## src/rtl/fp_acc_pkg.sv

```systemverilog
// Shared types and helpers for the fixed-point dot-product accumulator.
package fp_acc_pkg;

  typedef enum logic {ACC, HOLD} state_e;

  // Signed clamp limits of a Q(ia.f) two's-complement value.
  function automatic longint sat_max(input int unsigned ia, input int unsigned f);
    return (longint'(1) << (ia + f - 1)) - longint'(1);
  endfunction

  function automatic longint sat_min(input int unsigned ia, input int unsigned f);
    return -(longint'(1) << (ia + f - 1));
  endfunction

  // Widens a w-bit value: sign-extend when sgn=1, zero-extend otherwise.
  function automatic longint extend(input logic [63:0] d, input int unsigned w, input logic sgn);
    logic [63:0] mask;
    mask = '1 << w;
    if (sgn && d[w-1]) return longint'(d | mask);
    else               return longint'(d & ~mask);
  endfunction

endpackage

```

## src/rtl/fp_sat_add.sv

```systemverilog
// Combinational extend + add + clamp of one product into the accumulator.
module fp_sat_add
  import fp_acc_pkg::*;
#(
  parameter int unsigned I  = 2,
  parameter int unsigned F  = 14,
  parameter int unsigned IA = 6
) (
  input  logic [IA+F-1:0] acc,
  input  logic [I+F-1:0]  in_data,
  input  logic            in_signed,
  output logic [IA+F-1:0] sum,
  output logic            clamped
);

  localparam int unsigned AW = IA + F;
  localparam int unsigned SW = AW + 1;
  localparam logic signed [SW-1:0] MAXV = SW'(sat_max(IA, F));
  localparam logic signed [SW-1:0] MINV = SW'(sat_min(IA, F));

  logic signed [SW-1:0] ext;
  logic signed [SW-1:0] raw;

  always_comb begin
    ext     = SW'(extend(64'(in_data), I + F, in_signed));
    raw     = $signed({acc[AW-1], acc}) + ext;
    sum     = raw[AW-1:0];
    clamped = 1'b0;
    if (raw > MAXV) begin
      sum     = MAXV[AW-1:0];
      clamped = 1'b1;
    end else if (raw < MINV) begin
      sum     = MINV[AW-1:0];
      clamped = 1'b1;
    end
  end

endmodule

```

## src/rtl/fp_dot_acc.sv

```systemverilog
// Saturating dot-product accumulator: LEN (or in_last-terminated) products per result.
module fp_dot_acc
  import fp_acc_pkg::*;
#(
  parameter int unsigned I   = 2,
  parameter int unsigned F   = 14,
  parameter int unsigned IA  = 6,
  parameter int unsigned LEN = 8
) (
  input  logic            clk,
  input  logic            rst_n,
  input  logic            in_valid,
  output logic            in_ready,
  input  logic [I+F-1:0]  in_data,
  input  logic            in_signed,
  input  logic            in_ovf,
  input  logic            in_last,
  output logic            out_valid,
  input  logic            out_ready,
  output logic [IA+F-1:0] out_data,
  output logic            out_sat,
  output logic            out_ovf
);

  localparam int unsigned AW = IA + F;
  localparam int unsigned CW = (LEN > 1) ? $clog2(LEN) : 1;

  state_e          state_q, state_d;
  logic [AW-1:0]   acc_q, acc_d;
  logic [CW-1:0]   cnt_q, cnt_d;
  logic            sat_q, sat_d;
  logic            ovf_q, ovf_d;
  logic [AW-1:0]   out_data_q, out_data_d;
  logic            out_sat_q, out_sat_d;
  logic            out_ovf_q, out_ovf_d;

  logic [AW-1:0]   sum;
  logic            clamped;

  fp_sat_add #(.I(I), .F(F), .IA(IA)) u_add (
    .acc       (acc_q),
    .in_data   (in_data),
    .in_signed (in_signed),
    .sum       (sum),
    .clamped   (clamped)
  );

  assign in_ready  = (state_q == ACC);
  assign out_valid = (state_q == HOLD);
  assign out_data  = out_data_q;
  assign out_sat   = out_sat_q;
  assign out_ovf   = out_ovf_q;

  always_comb begin
    state_d    = state_q;
    acc_d      = acc_q;
    cnt_d      = cnt_q;
    sat_d      = sat_q;
    ovf_d      = ovf_q;
    out_data_d = out_data_q;
    out_sat_d  = out_sat_q;
    out_ovf_d  = out_ovf_q;
    case (state_q)
      ACC: begin
        if (in_valid) begin
          acc_d = sum;
          sat_d = sat_q | clamped;
          ovf_d = ovf_q | in_ovf;
          cnt_d = cnt_q + CW'(1);
          if (in_last || cnt_q == CW'(LEN - 1)) begin
            state_d    = HOLD;
            out_data_d = sum;
            out_sat_d  = sat_q | clamped;
            out_ovf_d  = ovf_q | in_ovf;
          end
        end
      end
      HOLD: begin
        if (out_ready) begin
          state_d = ACC;
          acc_d   = '0;
          cnt_d   = '0;
          sat_d   = 1'b0;
          ovf_d   = 1'b0;
        end
      end
      default: state_d = ACC;
    endcase
  end

  always_ff @(posedge clk) begin
    if (!rst_n) begin
      state_q    <= ACC;
      acc_q      <= '0;
      cnt_q      <= '0;
      sat_q      <= 1'b0;
      ovf_q      <= 1'b0;
      out_data_q <= '0;
      out_sat_q  <= 1'b0;
      out_ovf_q  <= 1'b0;
    end else begin
      state_q    <= state_d;
      acc_q      <= acc_d;
      cnt_q      <= cnt_d;
      sat_q      <= sat_d;
      ovf_q      <= ovf_d;
      out_data_q <= out_data_d;
      out_sat_q  <= out_sat_d;
      out_ovf_q  <= out_ovf_d;
    end
  end

endmodule

```

## config.mk

```make
export PLATFORM = sky130hd
export DESIGN_NAME = fp_dot_acc
export DESIGN_NICKNAME = d
export VERILOG_FILES = /design/src/rtl/fp_acc_pkg.sv /design/src/rtl/fp_sat_add.sv /design/src/rtl/fp_dot_acc.sv
export SDC_FILE = /design/constraint.sdc
export NUM_CORES = 1
export LEC_CHECK = 0
export BUFFER_PORTS_ARGS = -buffer_cell sky130_fd_sc_hd__buf_2
export CORE_MARGIN = 1
export CORE_UTILIZATION = 30
export DETAILED_ROUTE_END_ITERATION = 16
export PLACE_DENSITY = 0.55
export SETUP_SLACK_MARGIN = 0.4
export SLEW_MARGIN = 10
export SYNTH_ARGS = -nofsm -noshare
export SYNTH_HDL_FRONTEND = slang
export SYNTH_SLANG_ARGS = --single-unit
```

## constraint.sdc

```tcl
create_clock -name clk -period 6.2 [get_ports clk]
set_input_delay 0.93 -clock clk [delete_from_list [all_inputs] [get_ports clk]]
set_output_delay 0.93 -clock clk [all_outputs]
set_load 0.05 [all_outputs]
```

=== After elaboration in Yosys (flattened, before gate mapping) ===
Index checks and enable logic that the tools add are counted.

* Add/sub/neg operators: 2
* Order comparisons: 2
* Equal/unequal tests: 3
* Mux-type cells: 20
* Bitwise gates (word level): 3
* Reduce and logical (&&, ||, !) cells: 4

{| class="wikitable"
|+ Operators with widths
! cell !! count
|-
| 2-to-1 mux 20 bit || 4
|-
| case mux 20 bit (2 select lines) || 1
|-
| adder 20 x 21 -> 21 bit || 1
|-
| > comparator 21 x 20 -> 1 bit, second input constant || 1
|-
| < comparator 21 x 20 -> 1 bit, second input constant || 1
|-
| 2-to-1 mux 21 bit || 1
|-
| 2-to-1 mux 1 bit || 8
|-
| 2-to-1 mux 3 bit || 2
|-
| case mux 1 bit (2 select lines) || 3
|-
| case mux 3 bit (2 select lines) || 1
|-
| inequality test 2 bit, second input constant || 2
|-
| adder 3 x 1 -> 3 bit, second input constant || 1
|-
| == test 3 bit, second input constant || 1
|-
| AND reduction 3 bit || 1
|-
| bitwise OR 1 bit || 2
|-
| AND reduction 2 bit || 1
|-
| logical AND 1 bit || 1
|-
| logical OR 1 bit || 1
|-
| NOT 1 bit || 1
|}

* Register bits: 48
* Input port bits: 23
* Output and inout port bits: 24
* Word-level logic and storage cells: 42

=== Depth between registers and ports, before layout ===
* Depth in word-level cells: 9
* Depth in mapped cells: 13
* Mapped depth without buffers: 11

=== Cells and area by module ===
A second synthesis with hierarchy kept.

* Cell total of the unflattened synthesis: 338
* Area total of the unflattened synthesis: 3011.6 um2

{| class="wikitable"
|+ Modules (own cells, without submodules)
! module !! times used !! cells an instance !! area an instance (um2) !! sequential area each (um2)
|-
| fp_dot_acc || 1 || 165 || 1783.0 || 960.9
|-
| fp_sat_add || 1 || 173 || 1228.7 || 0.0
|}

=== Worst setup path before layout ===
OpenSTA, ideal clock, no wires.

* Kind: input-to-reg
* Start point: input in_data[0]
* End point: register out_data_q[2], in the netlist out_data[2]
* Library setup time: 67 ps
* Arrival: 3172 ps
* Required time: 6133 ps
* Path slack: 2961 ps
* Cell stages on the path: 12
* Buffers on the path: 1
* Path through: ha_1 -> inv_1 -> fa_1 -> nand2b_1 -> a211oi_1 -> nor4b_1 -> a21o_1 -> o2bb2ai_2 -> a21oi_2 -> or2_4 -> buf_6 -> o21ai_2

* Word-level cells in the longest chain between the ends: 5
* Elaborated cells on any way between the ends: 6
* Those cells by class: add/sub: 1; order compare: 2; mux: 3

{| class="wikitable"
|+ Ends and longest elaborated chain
! element !! line !! source
|-
| from (decl) || fp_dot_acc.sv:14 || <nowiki>input logic [I+F-1:0] in_data,</nowiki>
|-
| 2-to-1 mux 21 bit * || fp_acc_pkg.sv:19 || <nowiki>if (sgn && d[w-1]) return longint'(d | mask);</nowiki>
|-
| adder 20 x 21 -> 21 bit * || fp_sat_add.sv:26 || <nowiki>raw = $signed({acc[AW-1], acc}) + ext;</nowiki>
|-
| < comparator 21 x 20 -> 1 bit || fp_sat_add.sv:32 || <nowiki>end else if (raw < MINV) begin</nowiki>
|-
| 2-to-1 mux 20 bit || fp_sat_add.sv:32 ||
|-
| 2-to-1 mux 20 bit * || fp_sat_add.sv:29 || <nowiki>if (raw > MAXV) begin</nowiki>
|-
| to (signal assigned) || fp_dot_acc.sv:107 || <nowiki>out_data_q <= out_data_d;</nowiki>
|-
| to (decl) || fp_dot_acc.sv:33 || <nowiki>logic [AW-1:0] out_data_q, out_data_d;</nowiki>
|}

Mark *: on every way between the ends. The rest lies on a longest branch, timed or not.
A chain may end at the register's enable or synchronous reset.

=== Worst setup path after layout ===
* Start point: input in_data[0]
* End point: register acc_q[3]

* Word-level cells in the longest chain between the ends: 7
* Elaborated cells on any way between the ends: 8
* Those cells by class: add/sub: 1; order compare: 2; mux: 5

{| class="wikitable"
|+ Ends and longest elaborated chain
! element !! line !! source
|-
| 2-to-1 mux 21 bit * || fp_acc_pkg.sv:19 ||
|-
| adder 20 x 21 -> 21 bit * || fp_sat_add.sv:26 ||
|-
| < comparator 21 x 20 -> 1 bit || fp_sat_add.sv:32 ||
|-
| 2-to-1 mux 20 bit || fp_sat_add.sv:32 ||
|-
| 2-to-1 mux 20 bit * || fp_sat_add.sv:29 ||
|-
| 2-to-1 mux 20 bit * || fp_dot_acc.sv:65 || <nowiki>if (in_valid) begin</nowiki>
|-
| case mux 20 bit (2 select lines) * || fp_dot_acc.sv:63 || <nowiki>case (state_q)</nowiki>
|-
| to (signal assigned) || fp_dot_acc.sv:94 || <nowiki>acc_q <= '0;</nowiki>
|-
| to (signal assigned) || fp_dot_acc.sv:103 || <nowiki>acc_q <= acc_d;</nowiki>
|-
| to (decl) || fp_dot_acc.sv:29 || <nowiki>logic [AW-1:0] acc_q, acc_d;</nowiki>
|}

Mark *: on every way between the ends. The rest lies on a longest branch, timed or not. The select of a mux whose other input is x is not followed.

==> results.cfg <==
[sta]
finalSetupTns_ns = 0
min_period_ns = 3.827
slew_violations = 0
timing.final.ws_setup_ns = 2.373
hold_violations = 0
fin_skew_ns = 0.01770
hold_slack_ns = 0.4570
fmax_ghz = 0.2613
period_share_pct = 61.72
slew_headroom_pct = 35.12
setup_viol = 0
tightest_slew_ns = 0.9667
rsz0062_at_grt = false

[route]
wl_microns = 7686
postRouteAntennaNets = 0
dr_total_vias = 2720
routedWlPerCell_microns = 14.37
drt-vias-per-instance = 5.084
post-route-drc-count = 0
drtIter0Drc = 69
firstDrtPassIters = 5

[clock_tree]
cts_buffer_depth = 2
cts_setup_buffers = 0
post_cts_resized = 0
clkTransAtPathRegs_ns = 0.09
cts_tree = yes
hold_buffers = 0
cts_made_buffers = 5
cts_root_buf = clkbuf_8
insertion_delay_ns = 0.31
numClockSinks = 48
h-tree-depth = 2

[synthesis]
synth_edf_count = 0
synth_area_per_cell_sq_um = 8.354
synth_cells = 365
ys_types = 69
synth_top_area_share_pct = 31.51
ys_seq_area_share_pct = 31.51
syn_nets = 407
synthTopCellsByArea = dfxtp_1, ha_1, nand2_1
yosysWarnings = 0
synth_top_flop_cell = dfxtp_1
synth_seq_cells = 48
async_reset_ff_share_pct = 0
syn_area_sq_um = 3049
yosys.area.top_type = dfxtp_1

[layout]
insertedDiodeCount = 0
final_common_cell = dfxtp_1
layout_common_cells = dfxtp_1, buf_2, nand2_1
fin_nets = 443
area.growth.synth_to_final_pct = 12.84
post-route-cell-area_sq_um = 3441
drive_gt1_share_pct = 20.65

[power_and_ir_drop]
p_leak_nw = 1.479
ir_drop_uv = 96.38
power.density_nw_per_um2 = 285.8

[floorplan]
io_pins = 47
die_w_microns = 102.8
die_h_microns = 102.8
rows = 36
dieArea_sq_um = 10570
core_sq_um = 9819
initial_core_util_pct = 31.05

[critical_path]
crit_chain = buf_2 -> ha_1 -> inv_1 -> fa_1 -> nand2b_1 -> a211oi_1 -> nor4b_1 -> a21o_1 -> o2bb2ai_2 -> and3_1 -> nor2_1 -> o21ai_0
slowest_stage = and3_1
reg2reg_depth = 11
worst-path-stages = 12
cp_num_buf_inv = 2
crit_family = simple AND/OR/NAND/NOR gates
endpoint_kind = register
cp.required_ns = 6.43
cp.arrival_ns = 4.05
critical_path_class = primary input to register
startpoint_type = primary input
critPathMaxStageDelay_ns = 0.69
cp_max_fo = 16

[global_route]
track_usage_pct = 15.35
grt_pass1_wl_microns = 12650
antenna_found_initial = 0
grt.overflow.total = 0
grt_pass1_vias = 2641
grt_max_degree = 20

[min_path]
holdPathStages = 2
min_path_type = register to register

[flow_run]
cap_violations = 0

[place]
hpwl_microns = 6019
post_dp_cell_area_sq_um = 3349
dp_slack_ns = 2.022
gp_congestion = 0.8018
port_buffers = 46

[run_status]
status = finished, final reports clean
==> stage by stage <==
step | instances | power, mW | util (%)
finish | 535 | 0.9835 | 35.04
global route | 535 | 1.055 | 35.04
CTS | 535 | 0.9884 | 35.04
detailed placement | 527 | 0.7953 | 34.11
global placement | 527 | 0.7893 | 34.11
floorplan | 365 | 0.7082 | -
==> logic make-up after synthesis <==
family | count (synthesis) | synth area share [%]
fa+ha+maj | 20 | 8.371
buf+inv | 30 | 4.842
compound gates | 129 | 30.20
simple gates | 121 | 19.98
xor+xnor | 13 | 3.734
flops | 48 | 31.51
mux | 4 | 1.354
==> metal layers <==
layer | track usage (%) | vias up | wire length, microns
li1 | - | 1409 | -
met5 | 0 | - | 0
met4 | 2.709 | 0 | 34
met1 | 20.15 | 1254 | 3857
met3 | 2.305 | 5 | 222
met2 | 26.87 | 52 | 3573
==> worst reg2reg max path: stages, from the launching register on <==
cell	delay, ns
dfxtp_1	0.35
ha_1	0.23
inv_1	0.08
fa_1	0.38
nand2b_1	0.22
a211oi_1	0.45
nor4b_1	0.11
a21o_1	0.23
o2bb2ai_2	0.30
and3_1	0.69
nor2_1	0.18
o21ai_0	0.17
==> sequential cells by signal (all words and copies together), names as in the netlist <==
| name | count |
|---|---|
| out_valid | 1 |
| acc_q | 20 |
| out_data | 20 |
| out_sat | 1 |
| cnt_q | 3 |
| out_ovf | 1 |
| sat_q | 1 |
| ovf_q | 1 |
==> synthesized netlist by cell type (8+ instances only) <==
cell      n
xnor2_1   8
nor2_1   24
ha_1     18
a22o_1   10
a21oi_1  27
nand2_1  43
o21ai_0  18
dfxtp_1  48
inv_1    12
o21ai_2  10
o21ai_1  13
nor3_1    8
==> area by class of cell <==
class / count / area (sq um)
inverters: 13 / 48.80
clock inverters: 3 / 22.52
flip-flops and latches: 48 / 960.9
clock buffers: 5 / 68.82
repair buffers: 46 / 230.2
multi-input cells: 287 / 1943
well taps: 133 / 166.4
fillers: 1077 / 6379
==> worst paths after layout <==
check	start	to	slack, ns
max reg2reg	acc_q[0]$_SDFFE_PN0P_	acc_q[3]$_SDFFE_PN0P_	2.71
max	in_data[0]	acc_q[3]$_SDFFE_PN0P_	2.37
min reg2reg	out_data[6]$_SDFFE_PN0P_	out_data[6]$_SDFFE_PN0P_	0.46
min	out_data[6]$_SDFFE_PN0P_	out_data[6]$_SDFFE_PN0P_	0.46
==> power by group <==
| part | switching (mW) | internal (mW) | total (mW) | leakage [nW] |
|---|---|---|---|---|
| combinational | 0.268 | 0.147 | 0.415 | 1.04 |
| clock | 0.113 | 0.0811 | 0.195 | 0.0485 |
| sequential | 0.0281 | 0.345 | 0.373 | 0.394 |
Note: power is estimated with default switching activity, not from simulation.
